==> config.mk <==
export PLATFORM = sky130hd
export DESIGN_NAME = wavegen_config_rx
export DESIGN_NICKNAME = d
export VERILOG_FILES = /design/src/rtl/wavegen_config_rx.sv
export SDC_FILE = /design/constraint.sdc
export NUM_CORES = 1
export LEC_CHECK = 0
export BUFFER_PORTS_ARGS = -buffer_cell sky130_fd_sc_hd__buf_2
export CORE_MARGIN = 4
export CORE_UTILIZATION = 30
export DETAILED_ROUTE_END_ITERATION = 8
export PLACE_DENSITY = 0.55
export SETUP_SLACK_MARGIN = 0.02
export SYNTH_ARGS = -nofsm -noshare
export SYNTH_HDL_FRONTEND = slang
export SYNTH_SLANG_ARGS = --single-unit
==> constraint.sdc <==
create_clock -name clk -period 2.1 [get_ports clk]
set_clock_uncertainty 0.05 [all_clocks]
set_input_delay 0.42 -clock clk [delete_from_list [all_inputs] [get_ports clk]]
set_output_delay 0.42 -clock clk [all_outputs]
set_load 0.05 [all_outputs]
==> src/rtl/wavegen_config_rx.sv <==
// Serial configuration receiver for the waveform generator: deframes a 13-bit
// strobed frame and loads frequency word, waveform select and amplitude select.
module wavegen_config_rx #(
  parameter int unsigned TIMEOUT = 255
) (
  input  logic       clk,
  input  logic       reset,
  input  logic       serIn,
  input  logic       serValid,
  output logic       ld,
  output logic [4:0] parIn,
  output logic [2:0] mux_sel,
  output logic [1:0] Amp_Sel,
  output logic       busy,
  output logic       frame_err
);

  localparam int unsigned CNT_W  = ($clog2(TIMEOUT + 1) < 1) ? 1 : $clog2(TIMEOUT + 1);
  localparam int unsigned DATA_W = 10;
  localparam logic [CNT_W-1:0] IDLE_LIM = CNT_W'(TIMEOUT - 1);
  localparam logic [3:0]       LAST_BIT = 4'(DATA_W - 1);

  typedef enum logic [1:0] {
    S_IDLE,
    S_DATA,
    S_PARITY,
    S_STOP
  } state_t;

  state_t              state;
  logic [DATA_W-1:0]   shift_reg;
  logic [3:0]          bit_cnt;
  logic [CNT_W-1:0]    idle_cnt;
  logic                parity_ok;

  logic data_par_c;
  logic mux_ok_c;
  logic timeout_hit_c;
  logic accept_c;

  // Frame qualification, evaluated against the completed shift register
  always_comb begin
    data_par_c    = ^shift_reg;
    mux_ok_c      = (shift_reg[4:2] <= 3'd5);
    timeout_hit_c = (state != S_IDLE) && !serValid && (idle_cnt >= IDLE_LIM);
    accept_c      = serIn && parity_ok && mux_ok_c;
  end

  always_ff @(posedge clk or negedge reset) begin
    if (!reset) begin
      state     <= S_IDLE;
      shift_reg <= '0;
      bit_cnt   <= '0;
      idle_cnt  <= '0;
      parity_ok <= 1'b0;
      ld        <= 1'b0;
      parIn     <= '0;
      mux_sel   <= '0;
      Amp_Sel   <= '0;
      busy      <= 1'b0;
      frame_err <= 1'b0;
    end else begin
      ld        <= 1'b0;
      frame_err <= 1'b0;

      // Inter-strobe gap counter; only meaningful inside a frame
      if (state == S_IDLE || serValid) begin
        idle_cnt <= '0;
      end else if (idle_cnt != '1) begin
        idle_cnt <= idle_cnt + CNT_W'(1);
      end

      if (timeout_hit_c) begin
        state     <= S_IDLE;
        idle_cnt  <= '0;
        busy      <= 1'b0;
        frame_err <= 1'b1;
      end else if (serValid) begin
        case (state)
          S_IDLE: begin
            if (!serIn) begin
              state   <= S_DATA;
              bit_cnt <= '0;
              busy    <= 1'b1;
            end
          end
          S_DATA: begin
            shift_reg <= {shift_reg[DATA_W-2:0], serIn};
            bit_cnt   <= bit_cnt + 4'd1;
            if (bit_cnt == LAST_BIT) begin
              state <= S_PARITY;
            end
          end
          S_PARITY: begin
            parity_ok <= (serIn == data_par_c);
            state     <= S_STOP;
          end
          S_STOP: begin
            state <= S_IDLE;
            busy  <= 1'b0;
            if (accept_c) begin
              parIn   <= shift_reg[9:5];
              mux_sel <= shift_reg[4:2];
              Amp_Sel <= shift_reg[1:0];
              ld      <= 1'b1;
            end else begin
              frame_err <= 1'b1;
            end
          end
          default: state <= S_IDLE;
        endcase
      end
    end
  end

endmodule
==> results of run 1 <==
[synth_stat cells, types with 2 or more instances]
cell	n
ha_1	10
mux2i_1	2
xnor2_1	8
xor2_1	2
nand2_1	10
nor2_1	13
a22o_1	3
buf_2	2
o21ai_0	8
and3_1	6
a31o_2	2
a31oi_1	2
nand3_1	6
mux2_4	9
dfrtp_1	38
mux2_2	9
inv_1	7
[placed cells by master, fill, tap and decap left out, types with 2 or more instances in the layout]
| cell type | instances |
|---|---|
| nand3_1 | 6 |
| dfrtp_1 | 38 |
| xnor2_1 | 8 |
| inv_1 | 7 |
| a22o_1 | 3 |
| mux2i_1 | 2 |
| and3_1 | 6 |
| buf_4 | 3 |
| ha_1 | 10 |
| nand2_1 | 10 |
| a31o_2 | 2 |
| buf_2 | 16 |
| mux2_4 | 9 |
| clkbuf_8 | 6 |
| a31oi_1 | 2 |
| o21ai_0 | 8 |
| mux2_2 | 9 |
| xor2_1 | 2 |
| nor2_1 | 13 |
[metal layers]
metal  vias to the layer above  GRT usage
met5                         -          0
met4                         0    0.03399
met3                         3    0.02947
met2                        15     0.1453
met1                       563     0.1338
li1                        586          -
[where the power goes]
group / switching [µW] / total [µW] / internal [µW]
combinational: 678 / 1250 / 574
clock: 249 / 514 / 265
sequential: 204 / 1160 / 956
[repair_timing]
item	CTS	global route
hold buffers	0	0
gates resized for setup	0	1
endpoints found under the setup margin	0	1
[final cells by class]
type | instances | area, µm²
flip-flops and latches | 38 | 950.9
inverters | 7 | 26.28
repair buffers | 20 | 122.6
multi-input cells | 106 | 865.8
well taps | 75 | 93.84
clock buffers | 7 | 86.33
clock inverters | 1 | 5.005
fillers | 610 | 3805
[path summary, 6_finish.rpt]
| path | start | end | slack (ns) | cells after the start |
|---|---|---|---|---|
| max in group asynchronous | reset | shift_reg[2]$_DFFE_PN0P_ | 1.52 | 2 |
| worst max register to register | state[0]$_DFFE_PN0P_ | state[1]$_DFFE_PN0P_ | 0.33 | 6 |
| worst min-delay path | reset | parity_ok$_DFFE_PN0P_ | 0.02 | 1 |
| min in group clk | serValid | parity_ok$_DFFE_PN0P_ | 0.44 | 3 |
| worst min register to register | parIn[4]$_DFFE_PN0P_ | parIn[4]$_DFFE_PN0P_ | 0.46 | 1 |
| worst max-delay path | state[0]$_DFFE_PN0P_ | state[1]$_DFFE_PN0P_ | 0.33 | 6 |
[stage by stage]
step	setup slack (ns)	utilization
after floorplan	0.4473	-
after CTS	0.09093	0.3603
after global routing	0.1160	0.3611
after global placement	0.1390	0.3450
final	0.3308	0.3611
after detailed placement	0.1064	0.3450
[cells by family (layout without fill, tap and decap cells)]
kind of cell	after synthesis	after routing	synth area share
multiplexers	20	20	0.1380
AND/OR/NAND/NOR	42	42	0.1104
AO/OA/AOI/OAI	23	23	0.08816
XOR/XNOR	11	11	0.05922
flip-flops	38	38	0.5114
buffers and inverters	10	35	0.02557
adder cells (fa/ha/maj)	10	10	0.06729
==> results.md, run 1 <==
STA:
- The final-layout setup total negative slack is 0 ns.
- The final worst-path cycle share is 0.8425.
- The total count of max-transition violations in the final report is 0.
- The total setup violations reported at the end of the flow is 0.
- The worst path in the final design needs a cycle of approximately 1.8 ns, including I/O delays and setup.
- Setup repair after global routing left no endpoint under its margin.
- The worst pin sits at a relative slew slack of 0.6896.
- The number of failing hold endpoints at the final stage is 0.
- For this run, the top clock speed supported by timing is about 0.57 GHz.
- Hold timing on the final database bottoms out at a slack of 0.01844 ns.
- The pin slew with the least headroom to its limit is approximately 0.46 ns.

Power and ir drop:
- IR analysis of the VDD net gives a maximum drop of between 0.6 and 0.7 mV.
- The post-layout total power is approximately 2900 µW.
- Power spread over the standard cell area amounts to approximately 1400 mW/mm².
- Summed over all cells, the static leakage comes to between 0.001 and 0.0015 µW.

GRT:
- The number of antenna violations at the first check in global routing is 0.
- The maximum number of pins on one net before global-route repair is 22.
- Global routing finished with a remaining overflow of 0.
- The first-pass GRT wire length is roughly 5.6 mm.
- The number of global-route vias before repair is between 1,000 and 1,500.
- In the global route stage, overall resource usage came out at 0.09739.

Routing:
- In this run the remaining antenna-violating nets after routing total 0.
- The via count is around 1,200.
- The wire length on met1 is 1.561 mm.
- After detailed routing, the total wire length is between 3 and 4 mm.
- The routed length on met3 is around 91 µm.
- Signal routing reaches up to met4.
- The routed via count divided by cell count is 4.594.
- The violation count after the first detailed-routing iteration is 39.
- The detailed-routed wire length on met2 is 1.504 mm.
- The DRC violation count after routing is 0.
- The number of detailed-routing iterations run before antenna repair is 4.
- Dividing the detail-routed wire length by the instance count gives 12.59 µm.

Yosys:
- The post-synthesis instance total is 154.
- Counting flops with an async set or reset pin after synthesis yields a share of 1.000.
- Ranked by total cell area, the synthesized netlist is headed by dfrtp_1 51%, mux2_4 7.3%, ha_1 6.7%.
- The post-synthesis area per instance is between 10 and 15 µm².
- The warning count from the yosys run is 0.
- Of all cell types, the one taking the most synthesized area is dfrtp_1.
- The number of different library cells used by synthesis comes to 34.
- The post-synthesis instance area is 0.001859 mm².
- Synthesis produced a netlist with a net count of approximately 170.
- The register bit count reported by yosys is 38.
- The share of synthesized area in the top cell type comes to 0.5114.
- The number of enable flip-flop cells after synthesis is 0.
- The most used flip-flop cell after synthesis is dfrtp_1.
- The share of the Yosys chip area taken by registers is 0.5114.

Worst setup path:
- STA classifies the critical path endpoint as a register.
- The kind of launch point of the worst setup path is a register.
- For this design, the slowest cell found on the critical path is dfrtp_1.
- The highest net fanout along the worst path is 5.
- Traced cell by cell, the critical path runs through inv_1 -> ha_1 -> a21boi_2 -> a21boi_1 -> mux2i_1 -> nor2_1.
- For this run, the slowest stage of the critical path takes approximately 0.40 ns.
- For the worst setup path, the data arrival time is 1.88 ns.
- The number of buffers and inverters on the critical path is 1.
- The setup path with the least slack is of type reg2reg.
- The kind of cell with the highest combined delay on the critical path is compound AO/OA/AOI/OAI gates.
- The critical path data required time is approximately 2.2 ns.

Die:
- For this configuration, the core starts out at a cell density of 0.3122.
- From left edge to right edge, the die measures roughly 87 µm.
- The count of standard-cell rows is 28.
- The core outline area is between 0.005 and 0.006 mm².
- The die covers between 0.007 and 0.008 mm².
- During I/O placement, the number of pins put on the boundary was 17.
- From bottom edge to top edge, the die measures about 87 µm.

Final layout:
- The final layout contains 192 nets.
- The layout cell share with drive strength beyond 1 is 0.2849.
- The number of antenna diodes is 0.
- Relative to the synthesized area, the layout overhead comes to 15.68%.
- The total non-filler cell area in the finished layout is 0.002151 mm².
- The register with the most flip-flops in the layout has 10 of them.
- The finished layout holds approximately 250 standard cells, fillers aside.

Status:
- The flow ran to the end, and the final reports show no timing, DRC or antenna violations.

Clock network:
- The TritonCTS sink count is 38.
- After clock tree synthesis, the clock-pin slew on the worst setup and hold paths is 0.07 ns.
- The number of clock buffers inserted by TritonCTS is 5.
- The number of buffers inserted by post-CTS setup repair is 0.
- TritonCTS built the clock tree.
- The insertion delay of the later-clocked pin in the worst-skew pair is 0.29 ns.
- The clock tree buffer depth is 2.
- The root cell of the clock tree is clkbuf_8.
- CTS built an H-tree with a depth of 2.

Placement:
- Once placement finished, the instance area stood at around 0.0021 mm².
- The quantity of I/O buffers inserted on ports is 16.
- The weighted congestion at the end of routability-driven global placement is approximately 0.74.
- The HPWL after detailed placement is about 2.3 mm.
- The number of cells in the design after placement is about 250.

Flow run:
- The tool flagged a number of max-cap violations equal to 0.

Hold path:
- The class of the worst hold path is in2async.
Note: power is estimated with default switching activity, not from simulation.
==> run 2: changes to the inputs <==
==> constraint.sdc (replaced) <==
create_clock -name clk -period 1.7 [get_ports clk]
set_clock_uncertainty 0.05 [all_clocks]
set_input_delay 0.34 -clock clk [delete_from_list [all_inputs] [get_ports clk]]
set_output_delay 0.34 -clock clk [all_outputs]
set_load 0.05 [all_outputs]
==> run 2 against run 1 <==
- global-route usage increased by 0.53 points
- register-to-register slack got worse by 0.25 ns
- fmax grew 9.4%
- critical path type unchanged
- critical endpoint is now shift_reg[1]$_DFFE_PN0P_
==> results.md, run 2 (synthesis gave the netlist of run 1 again) <==
Routing:
- For this block, the initial DRC count from the detailed router was 29.
- The number of detailed-routing iterations run before antenna repair is 4.
- The via count is 1,244.
- After detailed routing, the average wire length per cell comes to around 13 µm.
- The routed via count divided by cell count is between 4 and 5.
- The DRC violation count after routing is 0.
- After detailed routing, the total wire length is 3.416 mm.
- Once detail routing completed, the nets flagged for antenna violations numbered 0.

Worst setup path:
- The nature of the critical path endpoint is a register.
- In this run the critical register-to-register path is launched from state[1]$_DFFE_PN0P_.
- The path depth of the worst reg2reg path is 6.
- In this run the worst path has a maximum fanout of 6.
- STA puts the critical path data required time at 1.82 ns.
- The critical path class is reg2reg.
- The worst setup path is launched from a register.
- The capture instance of the worst register-to-register path is shift_reg[1]$_DFFE_PN0P_.
- Data on the critical path arrives at its endpoint at about 1.7 ns.
- The internal reg-to-reg setup slack is roughly 0.083 ns.

STA:
- The worst setup margin is approximately 0.083 ns.
- The number of failing hold endpoints at the final stage came to 0.
- The pin slew with the least headroom to its limit is a little under 0.5 ns.
- Setup violations remaining at the end of the flow were counted as 0.
- The total count of max-transition violations in the final report came to 0.
- Setup total negative slack on the finished layout was measured at 0 ns.
- The fmax is 0.6183 GHz.
- The worst pin sits at a relative slew slack of 0.6755.
- Setup repair after global routing left no endpoint under its margin.
- The final worst-path cycle share is 0.9514.
- The post-route minimum period is around 1.6 ns.

Placement:
- Input and output buffers added on the ports amount to 16.
- Timing analysis after detailed placement gives a worst setup slack of -0.2978 ns.
- The weighted congestion at the end of routability-driven global placement is approximately 0.77.
- The detailed placement HPWL is ~2.4 mm.
- The cell area reported after detailed placement is about 0.0022 mm².

GRT:
- The number of antenna violations at the first check in global routing was 0.
- The first global-routing pass estimated between 6 and 7 mm of wire.
- The aggregate global routing overflow is 0.
- The number of global-route vias before repair was ~1,300.
- For this run, the total global-route usage over all layers was measured as 0.1027.
- Entering global routing, the biggest net connects 39 pins.

Die:
- The horizontal die dimension is roughly 87 µm.
- The initial utilization of the core area, before any placement, comes to 0.3122.
- The core region is roughly 0.0060 mm².
- The floorplan has 28 rows.
- 17 I/O pins were placed.
- The die covers around 0.0075 mm².
- The height of the chip is 86.73 µm.

Hold path:
- The min-delay analysis places its worst path in the category in2async.

Clock network:
- After clock tree synthesis, the clock-pin slew on the worst setup and hold paths is around 0.08 ns.
- The clock tree buffer depth is 2.
- The TritonCTS sink count is 38.
- After clock tree synthesis, the flow added hold-fix buffers numbering 0.
- The insertion delay of the later-clocked pin in the worst-skew pair is around 0.28 ns.
- The clock tree from TritonCTS is built.
- The root cell of the clock tree is clkbuf_8.
- The number of clock buffers inserted by TritonCTS is 5.
- The H-tree generated during clock tree synthesis spans 2 levels.

Final layout:
- In the layout the commonest cells are 38 x dfrtp_1, 22 x buf_4, 16 x buf_2, 13 x nor2_1, 10 x nand2_1.
- Compared with the post-synthesis result, the final layout area differs by 25.71%.
- In the final layout, the share of cells above drive strength 1 is 0.3687.
- The register with the most flip-flops in the layout has 10 of them.
- Leaving out fill and tap cells, the most frequent cell in the layout is dfrtp_1.
- The repair_antennas step left the layout with diodes totalling 0.
- The total non-filler cell area in the finished layout is 0.002337 mm².
- At the end of the flow, the number of nets in the layout was ~210.

Flow run:
- Max-cap violations in this run came to 0.

Power and ir drop:
- In this run the static leakage power is about 0.0011 µW.
- The fraction of power consumed by the clock network is 0.163.
- Of the total power, the share spent switching nets is 0.3838.
- Of the total power, combinational logic draws 0.476.
- The power per cell area is 1671 mW/mm².
- The switching power total is 1499 µW.
- The maximum resistive drop on vdd is ~0.74 mV.
- The cell-internal power is 2407 µW.
- The sequential share of power is 0.361.

Status:
- The run finished with clean final reports.
run 2: through the flow:
step / hold WS, ns / cells / total power (µW) / util
after global placement: 0.3805 / 262 / 3204 / 0.3630
after global routing: 0.09187 / 273 / 4212 / 0.3924
final: 0.05230 / 273 / 3907 / 0.3924
after floorplan: -0.005591 / 154 / 2681 / -
after detailed placement: 0.3772 / 262 / 3226 / 0.3630
after CTS: 0.06909 / 272 / 3903 / 0.3861
run 2: worst max path at each step:
stage	start	to	slack, ns	cells after the start
floorplan	shift_reg[2]$_DFFE_PN0P_	parity_ok$_DFFE_PN0P_	0.05	5
finish	state[1]$_DFFE_PN0P_	shift_reg[1]$_DFFE_PN0P_	0.08	6
detailed placement	shift_reg[3]$_DFFE_PN0P_	Amp_Sel[1]$_DFFE_PN0P_	-0.30	5
CTS	shift_reg[2]$_DFFE_PN0P_	Amp_Sel[0]$_DFFE_PN0P_	0.03	5
global placement	shift_reg[3]$_DFFE_PN0P_	Amp_Sel[1]$_DFFE_PN0P_	-0.24	5
global route	state[1]$_DFFE_PN0P_	idle_cnt[5]$_DFFE_PN0P_	0.008	8
run 2: layout make-up:
| class | count | area [µm²] |
|---|---|---|
| clock buffers | 7 | 86.33 |
| clock inverters | 1 | 5.005 |
| fillers | 607 | 3618 |
| inverters | 7 | 26.28 |
| multi-input cells | 106 | 909.6 |
| flip-flops and latches | 38 | 950.9 |
| well taps | 75 | 93.84 |
| repair buffers | 39 | 265.3 |
run 2: layer usage:
layer / track usage / vias to the layer above / share of wire
li1: - / 621 / -
met1: 0.1371 / 609 / 0.48
met3: 0.02947 / 3 / 0.028
met2: 0.1641 / 11 / 0.49
met4: 0.02550 / 0 / 0.0029
met5: 0 / - / 0
run 2: worst max-delay path, cell delays in order, from the launching register on:
cell,delay [ns]
dfrtp_1,0.39
buf_4,0.14
inv_1,0.13
ha_2,0.27
nand2_1,0.10
buf_4,0.17
mux2_2,0.27
run 2: power groups by stage:
stage | clock network [µW] | logic, µW | registers, µW
6_report | 636 | 1860 | 1410
5_1_grt | 714 | 2030 | 1470
4_1_cts | 666 | 1820 | 1420
3_5_place_dp | 0 | 1800 | 1430
3_3_place_gp | 0 | 1780 | 1430
2_1_floorplan | 0 | 973 | 1710
run 2: what timing repair did:
| action | CTS | global route |
|---|---|---|
| gates cloned | 0 | 0 |
| gates resized for setup | 3 | 6 |
| endpoints found under the setup margin | 12 | 17 |
| pin swaps | 2 | 2 |
| setup buffers | 2 | 1 |
==> run 3: changes to the inputs <==
==> constraint.sdc (replaced) <==
create_clock -name clk -period 1.7 [get_ports clk]
set_clock_uncertainty 0.05 [all_clocks]
set_input_delay 0.255 -clock clk [delete_from_list [all_inputs] [get_ports clk]]
set_output_delay 0.255 -clock clk [all_outputs]
set_load 0.05 [all_outputs]
==> run 3 against run 2 <==
- flip-flop and latch count stayed put
- setup slack better by 0.0079 ns
- critical endpoint is now Amp_Sel[1]$_DFFE_PN0P_
- global-route usage is 0.71 points higher
- routed wire length is 4.7% higher
- critical path type unchanged
- clock power is 50% higher
- die area stayed put
- fmax is 0.49% higher
- core utilization is 1.1 points higher
- via count hardly changed
- highest routed layer unchanged
==> results.md, run 3 (synthesis gave the netlist of run 1 again) <==
GRT:
- The first-pass GRT wire length is approximately 6.3 mm.
- The aggregate global routing overflow is 0.
- Entering global routing, the biggest net connects 21 pins.
- The number of antenna violations at the first check in global routing is 0.
- The number of global-route vias before repair is about 1,300.
- The all-layer global routing usage is 0.1097.

Worst setup path:
- The nature of the critical path endpoint is a register.
- The worst setup path is of the reg2reg kind.
- At the worst endpoint, the required time is 1.82 ns.
- The critical path ends at Amp_Sel[1]$_DFFE_PN0P_.
- The startpoint identified for the worst register-to-register timing path is shift_reg[2]$_DFFE_PN0P_.
- The endpoint identified for the worst register-to-register timing path is Amp_Sel[1]$_DFFE_PN0P_.
- The internal reg-to-reg setup slack is slightly above 0.09 ns.
- The kind of launch point of the worst setup path is a register.
- The beginning of the critical path is shift_reg[2]$_DFFE_PN0P_.
- Measured in cells, the most critical reg-to-reg path has a length of 4.
- Data arrives at the worst endpoint at roughly 1.7 ns.
- The highest net fanout along the worst path is 6.

Flow run:
- The count of max-cap constraint violations is 0.

Die:
- The die is between 80 and 90 µm tall.
- The floorplan step set the die width to roughly 87 µm.
- The core outline area is ~0.0060 mm².
- The effective utilization at floorplan is 0.3122.
- The number of primary I/O pins is 17.
- The die covers 0.007521 mm².
- The count of standard-cell rows is 28.

Final layout:
- From synthesis to final layout, the design area changed by 29.34%.
- The final cell utilization of the core is 0.4038.
- The number of inserted filler cells in the final layout is between 600 and 700.
- The library cell used most frequently in the layout, excluding fill and tap cells, is dfrtp_1.
- The number of antenna diodes is 0.
- The library cells used most frequently in the layout, excluding fill and tap cells, are 38 x dfrtp_1, 22 x buf_4, 16 x buf_2, 12 x nor2_1, 10 x nand2_1.
- The layout cell share with drive strength beyond 1 is 0.3970.
- The number of flip-flops under the largest register name is 10.
- In the final design database the tool counted ~210 nets.

STA:
- The total setup violations reported at the end of the flow is 0.
- In this run the tightest slew margin relative to its limit is 0.6670.
- The total count of max-transition violations in the final report is 0.
- The fmax is approximately 0.62 GHz.
- The clock period could shrink to 1.609 ns.
- The final-layout setup total negative slack is 0 ns.
- The pin slew with the least headroom to its limit is between 0.4 and 0.5 ns.
- The final worst-path cycle share is 0.9467.
- Setup repair after global routing left no endpoint under its margin.
- The number of failing hold endpoints at the final stage was 0.

Clock network:
- At the later pin of the worst-skew pair, clock insertion delay measures roughly 0.29 ns.
- The TritonCTS sink count is 38.
- The number of clock buffers inserted by TritonCTS is 5.
- TritonCTS built the clock tree.
- The clock tree buffer depth is 2.
- The cell sitting at the root of the clock tree is a clkbuf_8.
- After clock tree synthesis, the clock-pin slew on the worst setup and hold paths is around 0.080 ns.
- The H-tree was split into 2 levels.

Routing:
- The detail route stage leaves a number of antenna-violating nets equal to 0.
- In the routed layout, each cell is associated on average with a via count of between 4 and 5.
- The number of detailed-routing iterations run before antenna repair is 4.
- Dividing the detail-routed wire length by the instance count gives around 13 µm.
- For this block, the routed nets add up to 3.575 mm of wire.
- After detailed routing, the number of remaining DRC violations is 0.
- The via count is between 1,000 and 1,500.
- The detailed router finished its first iteration with 34 violations.

Power and ir drop:
- The maximum resistive drop on vdd is approximately 0.98 mV.
- The power per cell area is about 1800 mW/mm².
- For this design the static power due to leakage is approximately 0.0011 µW.

Placement:
- The quantity of I/O buffers inserted on ports is 16.
- The detailed placement HPWL is about 2.5 mm.
- The weighted congestion at the end of routability-driven global placement is 0.7652.

Status:
- The run finished with clean final reports.

Hold path:
- The class of the worst hold path is in2reg.
==> run 3: critical path: stages (launching register included) <==
cell,delay (ns)
dfrtp_1,0.43
nor2_1,0.19
o311ai_4,0.17
nor2_4,0.28
mux2_2,0.37
==> run 3: metal layers <==
layer	global-route usage	routed length, µm	vias up
li1	-	-	630
met1	0.1422	1752	594
met2	0.1725	1677	16
met3	0.02947	95	5
met4	0.04674	49	0
met5	0	0	-
==> run 3: how the worst min path moves through the flow <==
| stage | start | cells past startpoint | slack (ns) | end |
|---|---|---|---|---|
| 5_1_grt | serIn | 3 | 0.29 | ld$_DFF_PN0_ |
| 4_1_cts | serValid | 3 | 0.27 | parity_ok$_DFFE_PN0P_ |
| 2_1_floorplan | reset | 0 | -0.09 | Amp_Sel[0]$_DFFE_PN0P_ |
| 6_report | serIn | 3 | 0.29 | ld$_DFF_PN0_ |
| 3_3_place_gp | reset | 1 | 0.20 | bit_cnt[0]$_DFFE_PN0P_ |
| 3_5_place_dp | reset | 1 | 0.21 | bit_cnt[0]$_DFFE_PN0P_ |
==> run 3: final cells by class <==
class,instances,area (µm²),share of cell area
Clock buffer,6,82.58,0.03434
Multi-Input combinational cell,107,935.9,0.3892
Tap cell,75,93.84,0.03902
Clock inverter,2,60.06,0.02497
Timing Repair Buffer,39,255.2,0.1061
Inverter,7,26.28,0.01093
Sequential cell,38,950.9,0.3954
==> run 3: what timing repair did <==
item,in CTS,in global routing
gates resized for setup,3,11
pin swaps,3,3
cloned,1,0
hold buffers,1,0
buffers inserted,0,1
hold endpoints to repair,18,0
setup endpoints to repair,12,15
==> run 3: per-stage QoR <==
stage	hold WS (ns)	power (µW)	cell area (µm²)	worst slack, ns	cells
4_1_cts	0.2711	4223	2347	0.03274	273
2_1_floorplan	-0.09059	2681	1859	0.04734	154
3_5_place_dp	0.2110	3229	2170	-0.2884	263
3_3_place_gp	0.2010	3202	2170	-0.2445	263
6_report	0.2921	4261	2405	0.09056	274
5_1_grt	0.2925	4587	2405	0.02525	274
==> run 3: power breakdown <==
part / total [µW] / internal (µW) / switching (µW) / leakage (µW)
Sequential: 1420 / 1180 / 242 / 0.000502
Clock: 953 / 626 / 327 / 0.0000714
Combinational: 1890 / 907 / 979 / 0.000576
Total: 4260 / 2710 / 1550 / 0.00115
